### config.mk
export PLATFORM = sky130hd
export DESIGN_NAME = if_fetch_unit
export DESIGN_NICKNAME = d
export VERILOG_FILES = /design/src/rtl/if_fetch_unit_pkg.sv /design/src/rtl/if_fetch_unit_if_id_reg.sv /design/src/rtl/if_fetch_unit.sv
export SDC_FILE = /design/constraint.sdc
export NUM_CORES = 1
export LEC_CHECK = 0
export BUFFER_PORTS_ARGS = -buffer_cell sky130_fd_sc_hd__buf_2
export CORE_UTILIZATION = 50
export CTS_CLUSTER_SIZE = 10
export DETAILED_ROUTE_END_ITERATION = 8
export PLACE_DENSITY = 0.79
export RECOVER_POWER = 50
export SYNTH_ARGS = -nofsm -noshare
export SYNTH_HDL_FRONTEND = slang
export SYNTH_HIERARCHICAL = 1
export SYNTH_SLANG_ARGS = --single-unit
### constraint.sdc
create_clock -name Clk_In -period 2.3 [get_ports Clk_In]
set_clock_uncertainty 0.2 [all_clocks]
set_input_delay 0.115 -clock Clk_In [delete_from_list [all_inputs] [get_ports Clk_In]]
set_output_delay 0.115 -clock Clk_In [all_outputs]
set_load 0.005 [all_outputs]
### src/rtl/if_fetch_unit_pkg.sv
// Shared uP16 definitions for the instruction fetch front end: widths, reset PC,
// fetch FSM encoding and a saturating counter helper.
`timescale 1ns/1ps
package uP16_define;

    localparam int ISIZE = 18;
    localparam int ASIZE = 10;
    localparam int CNT_W = 16;

    localparam logic [ASIZE-1:0] RESET_PC = 10'h000;

    typedef enum logic [1:0] {
        ST_BOOT = 2'b00,
        ST_RUN  = 2'b01,
        ST_HOLD = 2'b10
    } fetch_state_e;

    function automatic logic [CNT_W-1:0] sat_inc16(input logic [CNT_W-1:0] value);
        logic [CNT_W-1:0] result;
        if (value == 16'hFFFF) begin
            result = value;
        end else begin
            result = value + 16'h0001;
        end
        return result;
    endfunction

endpackage

### src/rtl/if_fetch_unit_if_id_reg.sv
// IF/ID pipeline register: flush clears only the valid bit, hold freezes every
// field, otherwise the F2 word and its PCs are captured.
`timescale 1ns/1ps
module if_id_reg #(
    parameter int ISIZE = 18,
    parameter int ASIZE = 10
) (
    input  logic             clk,
    input  logic             rst,
    input  logic             flush,
    input  logic             hold,
    input  logic [ISIZE-1:0] instr_d,
    input  logic [ASIZE-1:0] pc_d,
    input  logic [ASIZE-1:0] pc_plus1_d,
    input  logic             valid_d,
    output logic [ISIZE-1:0] instr_q,
    output logic [ASIZE-1:0] pc_q,
    output logic [ASIZE-1:0] pc_plus1_q,
    output logic             valid_q
);

    // Pipeline register update: flush beats hold, hold beats load.
    always_ff @(posedge clk or posedge rst) begin
        if (rst) begin
            instr_q    <= '0;
            pc_q       <= '0;
            pc_plus1_q <= '0;
            valid_q    <= 1'b0;
        end else if (flush) begin
            valid_q    <= 1'b0;
        end else if (hold) begin
            instr_q    <= instr_q;
            pc_q       <= pc_q;
            pc_plus1_q <= pc_plus1_q;
            valid_q    <= valid_q;
        end else begin
            instr_q    <= instr_d;
            pc_q       <= pc_d;
            pc_plus1_q <= pc_plus1_d;
            valid_q    <= valid_d;
        end
    end

endmodule

### src/rtl/if_fetch_unit.sv
// Instruction fetch front end: owns the PC, drives the I_mem address and absorbs
// the one-cycle BRAM read latency. Optional counters under IF_PERF_CNT_EN.
`timescale 1ns/1ps
module if_fetch_unit #(
    parameter int ISIZE = uP16_define::ISIZE,
    parameter int ASIZE = uP16_define::ASIZE,
    parameter logic [ASIZE-1:0] RESET_PC = uP16_define::RESET_PC
) (
    input  logic             Clk_In,
    input  logic             Rst_In,
    input  logic             Stall_In,
    input  logic             Redirect_In,
    input  logic [ASIZE-1:0] Target_In,
    output logic [ASIZE-1:0] Imem_Addr_Out,
    input  logic [ISIZE-1:0] Imem_Data_In,
    output logic [ISIZE-1:0] Instr_Out,
    output logic [ASIZE-1:0] PC_Out,
    output logic [ASIZE-1:0] PC_Plus1_Out,
`ifdef IF_PERF_CNT_EN
    output logic [15:0]      Fetch_Cnt_Out,
    output logic [15:0]      Bubble_Cnt_Out,
`endif
    output logic             Valid_Out
);

    import uP16_define::fetch_state_e;
    import uP16_define::ST_BOOT;
    import uP16_define::ST_RUN;
    import uP16_define::ST_HOLD;

    localparam logic [ASIZE-1:0] PC_ONE = {{(ASIZE-1){1'b0}}, 1'b1};

    fetch_state_e     state_r;
    logic [ASIZE-1:0] pc_f2_r;
    logic             f2_valid_r;
    logic [ASIZE-1:0] next_pc_s;
    logic [ASIZE-1:0] pc_f2_plus1_s;

    assign pc_f2_plus1_s = pc_f2_r + PC_ONE;
    assign Imem_Addr_Out = next_pc_s;

    // Next fetch address: boot vector, then redirect, then re-read on stall, else sequential.
    always_comb begin
        next_pc_s = RESET_PC;
        if (state_r == ST_BOOT) begin
            next_pc_s = RESET_PC;
        end else if (Redirect_In) begin
            next_pc_s = Target_In;
        end else if (Stall_In) begin
            next_pc_s = pc_f2_r;
        end else begin
            next_pc_s = pc_f2_plus1_s;
        end
    end

    // Fetch FSM plus the F2 address tracker that tags the word arriving from I_mem.
    always_ff @(posedge Clk_In or posedge Rst_In) begin
        if (Rst_In) begin
            state_r    <= ST_BOOT;
            pc_f2_r    <= RESET_PC;
            f2_valid_r <= 1'b0;
        end else begin
            pc_f2_r    <= next_pc_s;
            f2_valid_r <= 1'b1;
            case (state_r)
                ST_BOOT: state_r <= ST_RUN;
                ST_RUN,
                ST_HOLD: state_r <= (Stall_In && !Redirect_In) ? ST_HOLD : ST_RUN;
                default: state_r <= ST_RUN;
            endcase
        end
    end

    if_id_reg #(
        .ISIZE (ISIZE),
        .ASIZE (ASIZE)
    ) u_if_id_reg (
        .clk        (Clk_In),
        .rst        (Rst_In),
        .flush      (Redirect_In),
        .hold       (Stall_In),
        .instr_d    (Imem_Data_In),
        .pc_d       (pc_f2_r),
        .pc_plus1_d (pc_f2_plus1_s),
        .valid_d    (f2_valid_r),
        .instr_q    (Instr_Out),
        .pc_q       (PC_Out),
        .pc_plus1_q (PC_Plus1_Out),
        .valid_q    (Valid_Out)
    );

`ifdef IF_PERF_CNT_EN
    import uP16_define::sat_inc16;

    logic        fetch_evt_s;
    logic        bubble_evt_s;
    logic [15:0] fetch_cnt_r;
    logic [15:0] bubble_cnt_r;

    // Mirror the IF/ID load decision: a bubble is a flush or an unqualified F2 word.
    assign fetch_evt_s  = !Redirect_In && !Stall_In && f2_valid_r;
    assign bubble_evt_s = Redirect_In || (!Stall_In && !f2_valid_r);

    // Saturating delivery and bubble counters.
    always_ff @(posedge Clk_In or posedge Rst_In) begin
        if (Rst_In) begin
            fetch_cnt_r  <= 16'h0000;
            bubble_cnt_r <= 16'h0000;
        end else begin
            if (fetch_evt_s) begin
                fetch_cnt_r <= sat_inc16(fetch_cnt_r);
            end
            if (bubble_evt_s) begin
                bubble_cnt_r <= sat_inc16(bubble_cnt_r);
            end
        end
    end

    assign Fetch_Cnt_Out  = fetch_cnt_r;
    assign Bubble_Cnt_Out = bubble_cnt_r;
`endif

endmodule

; Word level (Yosys, flattened, before mapping)
; Index checks and enable logic that the tools add are counted.
[totals]
output_inout_bits = 49
ff_bits = 52
[op_classes]
bitwise_logic = 2
reduce_logical = 5
muxes = 7
n_eq_ne = 3
addsub = 1
[op_table]
columns = op, n
row1 = 10-bit two-way mux, 3
row2 = "10-bit by 1-bit adder with 10-bit output, second input constant", 1
row3 = 2-bit two-way mux, 2
row4 = "2-bit by 1-bit equality test with 1-bit output, second input constant", 1
row5 = "2-bit equality test, second input constant", 1
row6 = 2-bit zero test, 1
row7 = 1-bit two-way mux, 2
row8 = "2-bit by 1-bit != test with 1-bit output, second input constant", 1
row9 = 1-bit inverter, 2
row10 = 2-bit AND reduction, 1
row11 = 2-bit OR reduction, 1
row12 = 1-bit logical AND, 1
row13 = 1-bit zero test, 1

; Logic depth before layout (Yosys ltp)
[depth]
ltp_word = 4
depth_mapped = 5
depth_no_buf = 4

; Hierarchy
; The synthesis kept the hierarchy.
[by_module_without_submodules]
columns = module, cells_per_inst, area_each_um2, n_inst
row1 = if_id_reg, 85, 1561.5, 1
row2 = if_fetch_unit, 94, 847.1, 1

; Worst setup path after synthesis
; No wires, ideal clock.
[synth_timing]
kind = register to register
start = register pc_f2_r[1]
end = register pc_f2_r[8]
stages_incl_launch_ff = 5
path_slack_ps = 390
arrival_ps = 1576
path_buffers = 0
cell_sequence = dfrtp_1 > ha_1 > nand2b_1 > or4_1 > a311oi_1
[synth_between]
elab_chain_cells = 4
[synth_lines]
columns = element, line_no
row1 = from (decl), if_fetch_unit.sv:34  ; logic [ASIZE-1:0] pc_f2_r;
row2 = from (signal assigned), if_fetch_unit.sv:63  ; pc_f2_r <= next_pc_s;
row3 = 10-bit by 1-bit adder with 10-bit output, if_fetch_unit.sv:39  ; assign pc_f2_plus1_s = pc_f2_r + PC_ONE;
row4 = 10-bit two-way mux, if_fetch_unit.sv:49  ; end else if (Stall_In) begin
row5 = 10-bit two-way mux, if_fetch_unit.sv:47  ; end else if (Redirect_In) begin
row6 = 10-bit two-way mux, if_fetch_unit.sv:45  ; if (state_r == ST_BOOT) begin
row7 = net Imem_Addr_Out[8], if_fetch_unit.sv:14  ; output logic [ASIZE-1:0] Imem_Addr_Out,
; The timed path passes the listed nets, and every way through them passes these cells.
; A chain may end at the register's enable or synchronous reset.

; Worst setup path in the final report
[layout_timing]
start = register pc_f2_r[9]
end = output Imem_Addr_Out[9]
[layout_between]
elab_chain_cells = 4
[layout_lines]
columns = element, line_no
row1 = 10-bit by 1-bit adder with 10-bit output, if_fetch_unit.sv:39
row2 = 10-bit two-way mux *, if_fetch_unit.sv:49
row3 = 10-bit two-way mux *, if_fetch_unit.sv:47
row4 = 10-bit two-way mux *, if_fetch_unit.sv:45
row5 = to (decl), if_fetch_unit.sv:14
; Mark *: on every way between the ends. The rest lies on a longest branch, timed or not.

==> out/metrics.csv <==
stage,metric,value,unit
worst_hold_path,hold path start,Target_In[9],
synthesis,"Seq/Total Area, Yosys",0.540,
synthesis,Yosys top cell area share,0.540,
worst_hold_path,Worst Hold Endpoint,pc_f2_r[9]$_DFF_PP0_,
die,Die X,71.4,µm
synthesis,top_reg_cell synth,dfrtp_1,
timing,measured slew at the worst slew-check pin,1.01,ns
synthesis,total nets after synthesis,213,
die,standard-cell row count,24,
critical_path,critical path required time,1.99,ns
timing,post-layout minimum cycle time,2.27,ns
synthesis,"FF+latch count, synth",52,
pwr,Static Leak,1.54,nW
timing,Slew HR,0.326,
cells_and_area,# nets final,338,
critical_path,crit-path cells,or4b_1 > or4_4 > a31oi_4 > buf_2,
status,status,"complete, but fails checks",
timing,final hold violation count,0,
drt,DRC Markers,5,
cells_and_area,FF/Latch Area,0.00131,mm²
drt,Highest Signal Layer,met4,
global_routing,grt total ovfl,0,
clock_tree,root buffer cell,clkbuf_8,
drt,Antenna Nets Post-Route,0,
die,Starting Density,0.535,
cells_and_area,area taken by multi-input logic gates,0.00102,mm²
critical_path,CP Class,flop to primary output,
cells_and_area,"commonest non-fill, non-tap cell in the layout",buf_2,
placement,Buffers on Ports,80,
cells_and_area,Fillers,319,
drt,Vias,1895,
critical_path,worst stage delay on the critical path,0.51,ns
die,die height,71.4,µm
clock_tree,H-tree lvl count,2,
global_routing,total track usage,0.237,
critical_path,Worst setup EP type,primary output,
drt,drt initial violations,138,
clock_tree,CTS tree,done,
drt,Vias per Instance,5.29,
critical_path,CP arrival,1.96,ns
clock_tree,clk_lat worst skew,0.30,ns
timing,Max Freq,440,MHz
critical_path,Top delay family on crit path,simple AND/OR/NAND/NOR gates,
job,max cap viols,0,
die,total core area,0.00450,mm²
global_routing,first-pass GRT wire length,9330,µm
cells_and_area,proportion of layout cells with a drive suffix above 1,0.479,
critical_path,R2R Setup Slk,0.43,ns
synthesis,ys async rst share,1.00,
synthesis,Post-Synthesis Cell Area,0.00241,mm²
clock_tree,clock sinks,52,
status,failing checks,DRC,
critical_path,reg2reg path depth,4,
synthesis,Cell variety after synth,38,
drt,met1 WL,2460,µm
drt,drt pass-1 iters,6,
clock_tree,"Reg clk slew, reported paths",0.09,ns
critical_path,CP max stage cell,or4b_1,
timing,Max Slew Vio Count,0,
cells_and_area,highest-count cells in the layout ignoring fill and taps,"76 x buf_2, 46 x dfrtp_1, 30 x dlygate4sd3_1",
drt,drt total wl,6010,µm
cells_and_area,area grow syn2layout,39.1,%
drt,met2 routed WL,3250,µm
pwr,pwr dens,716,mW/mm²
timing,TNS Setup,0,ns
synthesis,Post-Synthesis Cells,179,
clock_tree,CTS buffer count,5,
critical_path,Reg2Reg Launch Point,pc_f2_r[6]$_DFF_PP0_,
critical_path,crit-path max FO,3,
synthesis,Post-synth EDFFs,0,
synthesis,Avg Synthesized Cell Area,13.5,µm²
synthesis,Ys Warns,6,
die,io pins,81,
timing,Hold WS,0.0162,ns
synthesis,synth top area cells,"dfrtp_1 54%, mux2_4 12%, mux2_2 8.9%, xnor2_1 2.2%, a311oi_1 1.8%",
die,die footprint,0.00510,mm²
pwr,Max IR drop VDD,0.353,mV
critical_path,FF-to-FF End,pc_f2_r[8]$_DFF_PP0_,
global_routing,vias in the first global route,1914,
critical_path,Startpoint Class,flop,
global_routing,largest net degree at the start of global routing,40,
drt,Met3 Wirelength,223,µm
global_routing,initial antenna violation count,1,
timing,period utilisation layout,0.989,
placement,GPL Wtd Cong,0.808,
placement,DP HPWL,3560,µm
worst_hold_path,WHS Path Cells,3,
timing,final setup fails,0,
critical_path,worst path bufs/invs,1,
clock_tree,worst-case clock buffer depth,2,
timing,RSZ-0062 raised after global routing,true,
drt,Avg WL per Cell,16.8,µm
worst_hold_path,min-delay worst type,input port to flop,
synthesis,"area leader, netlist",dfrtp_1,
## flip-flops by register name (all words and copies together) (netlist names)
signal                  flops
state_r                     2
f2_valid_r                  1
u_if_id_reg/valid_q         1
u_if_id_reg/pc_plus1_q     10
pc_f2_r                    10
u_if_id_reg/pc_q           10
u_if_id_reg/instr_q        18
## repair_timing
item,CTS,global route
setup buffers,0,12
hold buffers,30,0
gates resized for setup,7,13
pin swaps,1,6
endpoints found under the setup margin,5,6
hold endpoints to repair,80,0
## cells in the mapped netlist, drive strengths merged, types with 3 or more instances
| cell type | n |
|---|---|
| dfrtp | 52 |
| mux2 | 39 |
| nor2 | 10 |
| buf | 8 |
| nand2 | 8 |
| inv | 6 |
| xnor2 | 6 |
| a311oi | 5 |
| xor2 | 5 |
| nand3 | 4 |
| nand4 | 3 |
| o21ai | 3 |
| o31ai | 3 |
| or3 | 3 |
| or4 | 3 |
## worst max-delay path by stage
stage | from | cells after the start | end | slack, ns
2_1_floorplan | pc_f2_r[1]$_DFF_PP0_ | 4 | pc_f2_r[8]$_DFF_PP0_ | 0.39
3_3_place_gp | pc_f2_r[3]$_DFF_PP0_ | 4 | Imem_Addr_Out[8] | 0.28
3_5_place_dp | pc_f2_r[3]$_DFF_PP0_ | 4 | Imem_Addr_Out[8] | 0.21
4_1_cts | pc_f2_r[9]$_DFF_PP0_ | 4 | Imem_Addr_Out[9] | 0.008
5_1_grt | pc_f2_r[6]$_DFF_PP0_ | 4 | Imem_Addr_Out[8] | -0.03
6_report | pc_f2_r[9]$_DFF_PP0_ | 4 | Imem_Addr_Out[9] | 0.03
## tightest hold or removal path, stage by stage
cell	delay, ns
buf_2	0.09
a22oi_1	0.11
a31oi_4	0.16
## logic make-up (layout without fill, tap and decap cells)
family / after synthesis / after routing / share of synthesized area
buffers and inverters: 17 / 143 / 0.0499
other: 1 / 2 / 0.00156
AOI/OAI and AO/OA: 17 / 17 / 0.0499
and+or+nand+nor: 39 / 39 / 0.0904
muxes: 40 / 40 / 0.218
xor gates and xnor gates: 11 / 11 / 0.0400
DFF: 52 / 52 / 0.540
adders and majority gates: 2 / 2 / 0.0104
## routing by layer
layer  track usage  vias up
li1              -      878
met1         0.290      952
met2         0.426       59
met3        0.0506        6
met4        0.0600        0
met5             0        -
## through the flow
stage | cells | instance area (µm²) | setup WS [ns] | power, W | utilization
3_3_place_gp | 307 | 2840 | 0.276 | 0.00178 | 0.631
3_5_place_dp | 307 | 2840 | 0.215 | 0.00180 | 0.631
2_1_floorplan | 179 | 2410 | 0.390 | 0.00153 | -
4_1_cts | 345 | 3260 | 0.00816 | 0.00239 | 0.725
5_1_grt | 358 | 3350 | -0.0285 | 0.00253 | 0.744
6_report | 358 | 3350 | 0.0264 | 0.00240 | 0.744
## layout make-up
type,instances,share of cell area
inverters,7,0.00784
flip-flops and latches,52,0.391
multi-input cells,110,0.306
diodes,1,0.000747
clock buffers,7,0.0258
repair buffers,128,0.248
well taps,52,0.0194
clock inverters,1,0.00224
## report_power, final
part	switching [W]	internal [W]
Combinational	0.000290	0.000384
Sequential	0.000108	0.00108
Clock	0.000291	0.000245
(Power assumes the default switching activity.)
